===== src/rtl/data_mem_mmio_pkg.sv =====
// Shared constants for the data-side memory/MMIO responder.
// MMIO register offsets from MMIO_BASE and STAT bit positions.
package data_mem_mmio_pkg;

  localparam int OFS_OUT  = 0;
  localparam int OFS_IN   = 1;
  localparam int OFS_TXD  = 2;
  localparam int OFS_STAT = 3;
  localparam int OFS_CLR  = 4;

  localparam int STAT_EMPTY   = 0;
  localparam int STAT_FULL    = 1;
  localparam int STAT_OVF     = 2;
  localparam int STAT_CNT_LSB = 4;

endpackage


===== src/rtl/data_mem_mmio_sync_fifo.sv =====
// Single-clock circular FIFO, first-word fall-through head.
// Ports: i_push/i_wdata in, i_pop in, o_rdata head, o_full/o_empty/o_count status.
module sync_fifo #(
  parameter int W  = 8,
  parameter int AW = 2
) (
  input  logic          clk,
  input  logic          arst_n,
  input  logic          i_push,
  input  logic [W-1:0]  i_wdata,
  input  logic          i_pop,
  output logic [W-1:0]  o_rdata,
  output logic          o_full,
  output logic          o_empty,
  output logic [AW:0]   o_count
);

  logic [W-1:0]  r_buf [2**AW];
  logic [AW-1:0] r_wr_ptr;
  logic [AW-1:0] r_rd_ptr;
  logic [AW:0]   r_count;
  logic          w_do_push;
  logic          w_do_pop;

  assign o_full    = r_count[AW];
  assign o_empty   = (r_count == '0);
  assign o_count   = r_count;
  assign o_rdata   = r_buf[r_rd_ptr];
  // Full state uses pre-edge status, so a push on full drops even with a pop.
  assign w_do_push = i_push && !o_full;
  assign w_do_pop  = i_pop && !o_empty;

  always_ff @(posedge clk) begin
    if (w_do_push) r_buf[r_wr_ptr] <= i_wdata;
  end

  always_ff @(posedge clk or negedge arst_n) begin
    if (!arst_n) begin
      r_wr_ptr <= '0;
      r_rd_ptr <= '0;
      r_count  <= '0;
    end else begin
      if (w_do_push) r_wr_ptr <= r_wr_ptr + 1'b1;
      if (w_do_pop)  r_rd_ptr <= r_rd_ptr + 1'b1;
      unique case ({w_do_push, w_do_pop})
        2'b10:   r_count <= r_count + 1'b1;
        2'b01:   r_count <= r_count - 1'b1;
        default: r_count <= r_count;
      endcase
    end
  end

endmodule


===== src/rtl/data_mem_mmio.sv =====
// Data-memory responder: RAM below MMIO_BASE, GPIO/TX-FIFO registers above.
// Ports: mem_addr/mem_wdata/mem_we/mem_rdata core bus, gpio_out/gpio_in, tx stream.
module data_mem_mmio
  import data_mem_mmio_pkg::*;
#(
  parameter int MEM_ADDR_WIDTH = 8,
  parameter int MEM_DATA_WIDTH = 8,
  parameter logic [MEM_ADDR_WIDTH-1:0] MMIO_BASE = 'hF0,
  parameter int FIFO_AW = 2
) (
  input  logic                      clk,
  input  logic                      arst_n,
  input  logic [MEM_ADDR_WIDTH-1:0] mem_addr,
  input  logic [MEM_DATA_WIDTH-1:0] mem_wdata,
  input  logic                      mem_we,
  output logic [MEM_DATA_WIDTH-1:0] mem_rdata,
  output logic [MEM_DATA_WIDTH-1:0] gpio_out,
  input  logic [MEM_DATA_WIDTH-1:0] gpio_in,
  output logic [MEM_DATA_WIDTH-1:0] tx_data,
  output logic                      tx_valid,
  input  logic                      tx_ready
);

  localparam int RAM_DEPTH = int'(MMIO_BASE);
  localparam int AW = MEM_ADDR_WIDTH;

  logic [MEM_DATA_WIDTH-1:0] r_ram [RAM_DEPTH];
  logic [MEM_DATA_WIDTH-1:0] r_gpio_out;
  logic [MEM_DATA_WIDTH-1:0] r_sync1;
  logic [MEM_DATA_WIDTH-1:0] r_sync2;
  logic                      r_ovf;

  logic [AW-1:0]    w_ofs;
  logic             w_sel_ram;
  logic             w_sel_out;
  logic             w_sel_in;
  logic             w_sel_stat;
  logic             w_sel_txd;
  logic             w_sel_clr;
  logic             w_push;
  logic             w_full;
  logic             w_empty;
  logic [FIFO_AW:0] w_count;
  logic [7:0]       w_stat;
  logic [MEM_DATA_WIDTH-1:0] w_rdata;

  assign w_ofs      = mem_addr - MMIO_BASE;
  assign w_sel_ram  = (mem_addr < MMIO_BASE);
  assign w_sel_out  = !w_sel_ram && (w_ofs == AW'(OFS_OUT));
  assign w_sel_in   = !w_sel_ram && (w_ofs == AW'(OFS_IN));
  assign w_sel_txd  = !w_sel_ram && (w_ofs == AW'(OFS_TXD));
  assign w_sel_stat = !w_sel_ram && (w_ofs == AW'(OFS_STAT));
  assign w_sel_clr  = !w_sel_ram && (w_ofs == AW'(OFS_CLR));
  assign w_push     = mem_we && w_sel_txd;

  sync_fifo #(
    .W  (MEM_DATA_WIDTH),
    .AW (FIFO_AW)
  ) u_tx_fifo (
    .clk     (clk),
    .arst_n  (arst_n),
    .i_push  (w_push),
    .i_wdata (mem_wdata),
    .i_pop   (tx_ready),
    .o_rdata (tx_data),
    .o_full  (w_full),
    .o_empty (w_empty),
    .o_count (w_count)
  );

  assign tx_valid = !w_empty;
  assign gpio_out = r_gpio_out;

  always_ff @(posedge clk) begin
    if (mem_we && w_sel_ram) r_ram[mem_addr] <= mem_wdata;
  end

  always_ff @(posedge clk or negedge arst_n) begin
    if (!arst_n) begin
      r_gpio_out <= '0;
      r_sync1    <= '0;
      r_sync2    <= '0;
      r_ovf      <= 1'b0;
    end else begin
      r_sync1 <= gpio_in;
      r_sync2 <= r_sync1;
      if (mem_we && w_sel_out) r_gpio_out <= mem_wdata;
      // A drop in the same cycle as a clear leaves the flag set.
      if (w_push && w_full) r_ovf <= 1'b1;
      else if (mem_we && w_sel_clr && mem_wdata[2]) r_ovf <= 1'b0;
    end
  end

  always_comb begin
    w_stat = '0;
    w_stat[STAT_EMPTY] = w_empty;
    w_stat[STAT_FULL]  = w_full;
    w_stat[STAT_OVF]   = r_ovf;
    w_stat[STAT_CNT_LSB +: 4] = 4'(w_count);
  end

  always_comb begin
    w_rdata = '0;
    unique case (1'b1)
      w_sel_ram:  w_rdata = r_ram[mem_addr];
      w_sel_out:  w_rdata = r_gpio_out;
      w_sel_in:   w_rdata = r_sync2;
      w_sel_stat: w_rdata = MEM_DATA_WIDTH'(w_stat);
      default:    w_rdata = '0;
    endcase
  end

  assign mem_rdata = w_rdata;

endmodule


===== config.mk =====
export PLATFORM = sky130hd
export DESIGN_NAME = data_mem_mmio
export DESIGN_NICKNAME = d
export VERILOG_FILES = /design/src/rtl/data_mem_mmio_pkg.sv /design/src/rtl/data_mem_mmio_sync_fifo.sv /design/src/rtl/data_mem_mmio.sv
export SDC_FILE = /design/constraint.sdc
export NUM_CORES = 2
export LEC_CHECK = 0
export ABC_AREA = 1
export CAP_MARGIN = 20
export CORE_UTILIZATION = 30
export DETAILED_ROUTE_END_ITERATION = 10
export PLACE_DENSITY = 0.55
export SLEW_MARGIN = 20
export SYNTH_ARGS = -nofsm -noshare
export SYNTH_HDL_FRONTEND = slang
export SYNTH_SLANG_ARGS = --single-unit

===== constraint.sdc =====
create_clock -name clk -period 2.65 [get_ports clk]
set_clock_uncertainty 0.05 [all_clocks]
set_input_delay 0.53 -clock clk [delete_from_list [all_inputs] [get_ports clk]]
set_output_delay 0.53 -clock clk [all_outputs]
set_load 0.1 [all_outputs]

==> metrics <==
root buffer cell clkbuf_16; Power Total 0.0713 W; core outline area 269000 um2; Max stage delay cell, worst path o21ai_4; worst-margin pin slew 0.840 ns; Critical Path, Cell by Cell buf_16, buf_12, nor2_4, buf_12, buf_16, buf_12, buf_4, nand2_1, nand4_1, nand2_1, nand2_1, o21ai_2, nand2_2, nor2_4, nand2_1, o21ai_4, buf_6, nand2_4, buf_12; max incr delay on CP 0.30 ns; asr flop ratio synth 1.61%; CP Data Arrival Time 3.13 ns; max cap viols 0; Setup TNS -8.10 ns; Setup CP Type primary input to output port; Clk Latency, worst-skew pair 0.86 ns; Tcrit/Tclk final 140%; vias in the first global route 54900; final worst slack -1.06 ns; DR iter-0 viols 5672; top cells by area, synth edfxtp_1, nand2_1, nor2_1, buf_2, dfrtp_1; GR Util All Layers 18.1%; DR WL met3 18100 um; class of the worst hold path primary input to flop; RSZ-0062 raised after global routing yes; clock buffer depth 3; Mapped Nets 7514; power per cell area 701 nW/um2; Overflow after GRT 0; CTS buffer count 204; count leader, synth nand2_1; Vert. Die Dim 522 um; routed wire length 250000 um; VDD IR max 1190 uV; total vias in the final route 56400; failing checks setup timing; Synth Instances 7480; Final GP Congestion 0.899; Rows 190; clock sinks 1984; largest net degree at the start of global routing 72; Avg Cell Area, Syn 10.9 um2; leak pwr 40.1 nW; synthesized flop and latch total 1984; final hold slack 0.0665 ns; first-pass detailed-route iteration total 6; first-pass GRT wire length 366000 um; register area share after synthesis 73.1%; min cycle time layout 3.71 ns; Final Slew Violations 0; Post-Route Utilization 37.9%; post-synth top area cell edfxtp_1; TritonCTS clock tree yes; layout cell share with drive strength beyond 1 18.0%; status complete, but fails checks; highest routing layer actually used met5; initial antenna violation count 10; WL met2 117000 um; Post-synth top cells nand2_1, edfxtp_1, nor2_1, buf_2, nand3_1; synthesized cell area 81300 um2; prevailing post-synth register cell edfxtp_1; clock slew at reported path FFs 0.06 ns; Post-DRT Antenna Nets 0; FMAX 270 MHz; nets 8244; Max FO, Critical Path 6; Post-Route M1 WL 108000 um; Ys Warns 0; Place WS -1.54 ns; IO Count 53; chip width 522 um; Die Area 273000 um2; Synth-to-Final Area Change 25.2%; DP Wirelength 161000 um; Worst EP required 2.07 ns; routed wire length per instance 21.0 um; number of buffers added on ports 52; Setup violations, final 19; crit end category output port; startpoint types primary input; vias per inst 4.73; Slew Limit Headroom 44.0%; Unique masters post-synth 33; endpoints failing hold 0; top-area cell type share of the netlist area 72.1%; Post-synth EDFFs 1952; H-tree depth 4; DRC 0; Initial Util 30.2%
-- layer usage --
layer	global-route usage, %	vias to the layer above
li1	-	26300
met1	24.9	27800
met2	29.3	1993
met3	2.79	369
met4	5.49	8
met5	0	-
-- registers in the layout (all words and copies together) (netlist names) --
name                cells
r_sync2                 8
r_ram                1920
u_tx_fifo.r_buf        32
r_ovf                   1
gpio_out                8
u_tx_fifo.r_rd_ptr      2
u_tx_fifo.r_wr_ptr      2
r_sync1                 8
u_tx_fifo.o_count       3
-- cell families after synthesis --
kind of cell / synth area share, %
AO/OA/AOI/OAI: 1.12
multiplexers: 0.125
XOR/XNOR: 0.0431
flip-flops: 73.1
adder cells (fa/ha/maj): 0.102
AND/OR/NAND/NOR: 23.2
buffers and inverters: 2.31
-- worst paths after layout --
kind	from	end	slack [ns]	depth (start not counted)
min in group asynchronous	arst_n	r_sync1[0]	0.55	3
setup / recovery	mem_addr[0]	mem_rdata[0]	-1.06	19
hold / removal	gpio_in[1]	r_sync1[1]	0.07	1
max in group asynchronous	arst_n	u_tx_fifo.r_rd_ptr[1]	1.68	3
setup reg to reg	u_tx_fifo.o_count[0]	u_tx_fifo.o_count[2]	0.71	10
hold reg to reg	r_sync1[7]	r_sync2[7]	0.30	0
-- power by group --
| group | internal, W | switching [W] | leakage, nW | total, W |
|---|---|---|---|---|
| Clock | 0.0168 | 0.0126 | 3.34 | 0.0295 |
| Combinational | 0.00235 | 0.00480 | 18.8 | 0.00715 |
| Sequential | 0.0346 | 0.0000877 | 17.9 | 0.0347 |
-- per-stage QoR --
stage / instances / instance area, um2
final: 11900 / 102000
after global routing: 11900 / 102000
after CTS: 11900 / 101000
after detailed placement: 11500 / 92900
after global placement: 11500 / 92900
after floorplan: 7480 / 81900
-- placed cells by master, fill, tap and decap left out, drive strengths merged, types with 2 or more instances in the layout --
cell type / instances
inv: 45
a21oi: 10
nor2: 553
a22o: 2
dfrtp: 32
nand3: 141
nand4: 66
edfxtp: 1952
ha: 5
dlygate4sd2: 2
bufbuf: 4
a221oi: 5
o22ai: 8
clkinvlp: 15
xor2: 3
clkinv: 99
bufinv: 25
buf: 872
dlygate4sd3: 7
a22oi: 64
nand2: 4151
mux2: 9
o21ai: 50
clkdlybuf4s50: 15
clkbuf: 246
-- critical path, delay by kind of cell --
family                 cells  cell delay [ns]
AO/OA/AOI/OAI              2             0.46
buffers and inverters      8             1.22
AND/OR/NAND/NOR            9             0.88
-- cell type report --
class                           instances  area (um2)
Clock inverter                        139        1610
Fill cell                           25900      167000
Timing Repair inverter                  2        15.0
Multi-Input combinational cell       5072       21200
Sequential cell                      1984       59400
Antenna cell                            1        2.50
Inverter                               43         239
Tap cell                             3552        4440
Timing Repair Buffer                  903        9530
Clock buffer                          243        5290
-- repair_timing --
action,CTS,global route
gates resized for setup,288,123
pin swaps,114,68
gates cloned,10,3
endpoints found under the setup margin,437,226
setup buffers,21,1
hold buffers,7,0
hold endpoints to repair,67,0
Note: power is estimated with default switching activity, not from simulation.
